### src/rtl/fft_unload.sv
// -----------------------------------------------------------------------------
// fft_unload
//   Drain side of the FFT core. A one-cycle fft_done pulse captures the whole
//   parallel result bus into a holding register, which frees the core to start
//   its next frame. The captured bins are then streamed out one per transfer
//   over a valid/ready interface, bin 0 first, with out_last on the final bin.
//   An fft_done that arrives while a frame is still streaming is dropped and
//   counted in a saturating counter.
//
// Ports
//   clk         system clock, rising edge
//   rst         synchronous active-high reset, overrides every other input
//   fft_done    one-cycle capture strobe, fft_res valid in the same cycle
//   fft_res     NBINS signed bins, bin k = fft_res[k*BIN_W +: BIN_W]
//   out_valid   out_data / out_idx / out_last are valid
//   out_ready   consumer accepts when out_valid && out_ready
//   out_data    current bin, signed, passed through unmodified
//   out_idx     index of the current bin, 0..NBINS-1
//   out_last    high with out_valid on bin NBINS-1
//   busy        high from capture until the last bin is accepted
//   frame_done  one-cycle pulse on the cycle after the last bin is accepted
//   drop_cnt    saturating count of frames dropped while streaming
// -----------------------------------------------------------------------------
module fft_unload #(
  parameter int NBINS = 51,
  parameter int BIN_W = 16,
  parameter int IDX_W = 6
) (
  input  logic                     clk,
  input  logic                     rst,
  input  logic                     fft_done,
  input  logic [NBINS*BIN_W-1:0]   fft_res,
  output logic                     out_valid,
  input  logic                     out_ready,
  output logic signed [BIN_W-1:0]  out_data,
  output logic [IDX_W-1:0]         out_idx,
  output logic                     out_last,
  output logic                     busy,
  output logic                     frame_done,
  output logic [7:0]               drop_cnt
);

  typedef enum logic [1:0] {
    IDLE = 2'd0,
    SEND = 2'd1,
    DONE = 2'd2
  } state_t;

  localparam logic [IDX_W-1:0] LAST_IDX = IDX_W'(NBINS - 1);

  state_t                      state;
  logic [NBINS-1:0][BIN_W-1:0] hold;
  logic [NBINS-1:0][BIN_W-1:0] res_bins;
  logic [IDX_W-1:0]            next_idx;
  logic                        capture;
  logic                        drop;

  // Same bit layout as fft_res; viewing it as a packed array of bins makes
  // the per-bin selects readable.
  assign res_bins = fft_res;
  assign next_idx = out_idx + 1'b1;

  // A new frame is accepted whenever nothing is streaming (IDLE or DONE);
  // during SEND the holding register is in use, so the strobe is a drop.
  assign capture  = fft_done && (state != SEND);
  assign drop     = fft_done && (state == SEND);

  always_ff @(posedge clk) begin
    if (rst) begin
      state      <= IDLE;
      // NOTE: the holding register is wide but has a defined reset value, so
      // it is cleared here along with the control state rather than left to
      // power-up contents.
      hold       <= '0;
      out_valid  <= 1'b0;
      out_data   <= '0;
      out_idx    <= '0;
      out_last   <= 1'b0;
      busy       <= 1'b0;
      frame_done <= 1'b0;
      drop_cnt   <= '0;
    end else begin
      // NOTE: all state in this block uses non-blocking assignments, so every
      // right-hand side sees the value from before this edge.
      frame_done <= 1'b0;

      if (drop && (drop_cnt != 8'hFF)) begin
        drop_cnt <= drop_cnt + 8'd1;
      end

      unique case (state)
        IDLE, DONE: begin
          busy      <= 1'b0;
          out_valid <= 1'b0;
          if (capture) begin
            // Bin 0 comes straight from the bus: the holding register only
            // becomes readable after this edge.
            hold      <= res_bins;
            out_data  <= res_bins[0];
            out_idx   <= '0;
            out_last  <= (NBINS == 1);
            out_valid <= 1'b1;
            busy      <= 1'b1;
            state     <= SEND;
          end else begin
            state     <= IDLE;
          end
        end

        SEND: begin
          if (out_ready) begin
            if (out_idx == LAST_IDX) begin
              out_valid  <= 1'b0;
              out_last   <= 1'b0;
              busy       <= 1'b0;
              frame_done <= 1'b1;
              state      <= DONE;
            end else begin
              // Advance on the accepting edge itself so a held-high ready
              // yields one bin per cycle with no bubble.
              out_idx    <= next_idx;
              out_data   <= hold[next_idx];
              out_last   <= (next_idx == LAST_IDX);
            end
          end
        end

        default: state <= IDLE;
      endcase
    end
  end

endmodule

### config.mk
export PLATFORM = sky130hd
export DESIGN_NAME = fft_unload
export DESIGN_NICKNAME = d
export VERILOG_FILES = /design/src/rtl/fft_unload.sv
export SDC_FILE = /design/constraint.sdc
export NUM_CORES = 2
export LEC_CHECK = 0
export ABC_AREA = 1
export ABC_CLOCK_PERIOD_IN_PS = 2800
export CAP_MARGIN = 5
export CORE_AREA = 2 2 329 331
export DETAILED_ROUTE_END_ITERATION = 16
export DIE_AREA = 0 0 331 333
export DONT_BUFFER_PORTS = 1
export HOLD_SLACK_MARGIN = 0.02
export RECOVER_POWER = 100
export SETUP_SLACK_MARGIN = 0.3
export SYNTH_ARGS = -nofsm -noshare
export SYNTH_HDL_FRONTEND = slang
export SYNTH_SLANG_ARGS = --single-unit
### constraint.sdc
create_clock -name clk -period 2.8 [get_ports clk]
set_clock_uncertainty 0.2 [all_clocks]
set_input_delay 0.56 -clock clk [delete_from_list [all_inputs] [get_ports clk]]
set_output_delay 0.56 -clock clk [all_outputs]
set_load 0.03 [all_outputs]
==> impl_metrics.env <==
export IMPL_status="finished with violations"
export IMPL_violations="negative hold slack"
export IMPL_regArea_sq_um=17000
export IMPL_layout_drive_gt1_share=0.0712
export IMPL_synthTopCellsByArea="dfxtp_1 45%, o21ai_0 12%, a21oi_1 9.0%"
export IMPL_die_h_um=333
export IMPL_synth_top_area_share=0.452
export IMPL_ir_worst_vdd_uv=452
export IMPL_rsz0062_at_grt="yes"
export IMPL_cp_max_fo=80
export IMPL_min_period_over_period=0.938
export IMPL_cp_end_kind="register"
export IMPL_clock_fmax_mhz=381
export IMPL_fin_nets=6865
export IMPL_grt_max_degree=149
export IMPL_placed_cells=6481
export IMPL_worstHoldStart="rst"
export IMPL_rr_startpoint="state[0]"
export IMPL_hold_path_class="input pin to register"
export IMPL_place_gp_congestion=0.962
export IMPL_ys_types=26
export IMPL_yosys_top_cells_count="870 x o21ai_0, 851 x dfxtp_1, 683 x nand2_1, 677 x a21oi_1, 615 x inv_1"
export IMPL_vias_per_cell=5.43
export IMPL_reg2reg_to="hold[234]"
export IMPL_grt_pass1_wl_um=251000
export IMPL_cp_start_kind="register"
export IMPL_critPathRequiredTime_ps=3200
export IMPL_hold_end="out_data[14]"
export IMPL_multi_input_area_sq_um=17000
export IMPL_pwr_density_cell_nw_per_um2=629
export IMPL_criticalPathCategory="register to register"
export IMPL_htree_levels=3
export IMPL_yosys_most_used_dff="dfxtp_1"
export IMPL_portBuffers=0
export IMPL_cts_buffers=97
export IMPL_cp_cell_sequence="nor2_4 -> inv_8 -> clkbuf_4 -> buf_4 -> o21ai_0 -> a21oi_1"
export IMPL_setup_viol_count_final=0
export IMPL_worst_slew_pin_slew_ps=1410
export IMPL_timing_hold_ws_ps=-211
export IMPL_die_w_um=331
export IMPL_grt_usage=0.301
export IMPL_dpl_hpwl_um=118000
export IMPL_synth_edff_count=0
export IMPL_placementRows=120
export IMPL_fin_cells=7583
export IMPL_syn_cell_area_sq_um=37700
export IMPL_arrival_ps=3020
export IMPL_area_growth_pct=38.3
export IMPL_reg2reg_slack_ps=170
export IMPL_relSlewSlack=0.0590
export IMPL_reg2reg_depth=6
export IMPL_hold_depth=1
export IMPL_yosys_area_top_type="dfxtp_1"
export IMPL_synth_seq_cells=851
export IMPL_hold_violations=25
export IMPL_core_sq_um=107000
export IMPL_leakage_nw=21.4
export IMPL_ant_nets=0
export IMPL_fillers=10257
export IMPL_grt_pass1_vias=39887
export IMPL_slowest_stage="clkbuf_4"
export IMPL_maxSlewViolCount=0
export IMPL_antenna_found_initial=52
export IMPL_dr_pass1_iters=8
export IMPL_vias=41179
export IMPL_tritoncts="yes"
export IMPL_drc=0
export IMPL_syn_avg_cell_area_sq_um=6.96
export IMPL_maxCapViolations=0
export IMPL_seq_area_frac_synth=0.452
export IMPL_yosys_warnings=0
export IMPL_clock_latency_ps=690
export IMPL_cts_reportedPaths_clkPinSlew_ps=60
export IMPL_drt_total_wl_um=174000
export IMPL_grt_ovfl_total=0
export IMPL_io_pins=854
export IMPL_synth_most_common_cell="o21ai_0"
export IMPL_min_period_ps=2630
export IMPL_cts_buffer_depth=3
export IMPL_clock_sinks=851
export IMPL_drt_iter0_drc=3915
export IMPL_synthArstFlopShare=0
export IMPL_die_area_sq_um=110000
export IMPL_synth_nets=6233
export IMPL_max_stage_delay_ps=840
export IMPL_start_util=0.353
export IMPL_syn_inst=5409
export IMPL_power_mw=32.8
export IMPL_root_buffer="clkbuf_16"
export IMPL_routedWlPerCell_um=23.0
[layout make-up]
| class | instances | area share |
|---|---|---|
| Multi-Input combinational cell | 3481 | 0.327 |
| Clock buffer | 152 | 0.0564 |
| Timing Repair Buffer | 992 | 0.200 |
| Tap cell | 1403 | 0.0337 |
| Clock inverter | 27 | 0.00761 |
| Inverter | 618 | 0.0453 |
| Antenna cell | 59 | 0.00283 |
| Sequential cell | 851 | 0.327 |
[per-stage QoR]
step | util | setup TNS [ps] | hold slack (ps) | instance area [sq um] | setup slack [ps]
after floorplan | - | 0 | 220 | 37900 | 313
after global placement | 0.367 | -642 | 232 | 39100 | -224
after detailed placement | 0.367 | -446 | 234 | 39100 | -154
after CTS | 0.485 | 0 | -284 | 51700 | 213
after global routing | 0.488 | 0 | -266 | 52100 | 75.4
final | 0.489 | 0 | -211 | 52100 | 173
[worst max-delay path: cells and delay by family (launching register included)]
| kind | cells | cell delay [ps] |
|---|---|---|
| buffers and inverters | 3 | 1440 |
| and+or+nand+nor | 1 | 90 |
| DFF | 1 | 390 |
| AOI/OAI and AO/OA | 2 | 360 |
[power breakdown]
group	internal, mW	switching, mW	total, mW
Sequential	13.1	0.449	13.6
Clock	8.02	5.39	13.4
Combinational	2.24	3.54	5.78
Total	23.4	9.38	32.8
[worst max path at each step]
stage                from  slack (ps)           end
6_report         state[0]         170     hold[234]
5_1_grt        out_idx[0]          80  out_data[13]
4_1_cts        out_idx[0]         210  out_data[13]
3_5_place_dp   out_idx[0]        -150   out_data[5]
3_3_place_gp   out_idx[0]        -220   out_data[5]
2_1_floorplan  out_idx[0]         310   out_data[9]
[repair_timing]
item                                    4_1_cts  5_1_grt
gates cloned                                 13        3
pin swaps                                    46       33
buffers inserted                             16        7
endpoints found under the hold margin       836       26
hold buffers                                824        1
resized for setup                           126       74
endpoints found under the setup margin       18       26
[routing by layer]
layer | wire length (um) | GRT usage | share of wire
met3 | 12400 | 0.0570 | 0.071
met2 | 83400 | 0.509 | 0.48
met1 | 68800 | 0.362 | 0.39
met5 | 39 | 0 | 0.00022
met4 | 9710 | 0.154 | 0.056
[sequential cells by signal, indices dropped and copies added (netlist names)]
name	flops
out_idx	6
out_last	1
hold	816
drop_cnt	8
busy	1
frame_done	1
out_data	16
state	2
[cell usage in the layout, fill, tap and decap left out, drive strengths merged, types with 4 or more instances in the layout]
| master | instances |
|---|---|
| nor2 | 508 |
| ha | 4 |
| clkinvlp | 4 |
| bufbuf | 7 |
| clkinv | 10 |
| dlygate4sd3 | 825 |
| o211ai | 167 |
| a21oi | 677 |
| diode | 59 |
| nand4 | 5 |
| buf | 127 |
| nand2 | 683 |
| nor3 | 5 |
| nand3 | 554 |
| bufinv | 9 |
| inv | 622 |
| clkbuf | 185 |
| o21ai | 870 |
| dfxtp | 851 |
[cells by family (layout without fill, tap and decap cells)]
kind of cell    after synthesis  count (layout)  synth area share
flops                       851             851             0.452
fa+ha+maj                     4               4           0.00133
compound gates             1715            1715             0.239
simple gates               1759            1759             0.195
xor+xnor                      3               3          0.000897
buf+inv                    1077            1789             0.112
other cells                   0              59                 0
Note: power is estimated with default switching activity, not from simulation.
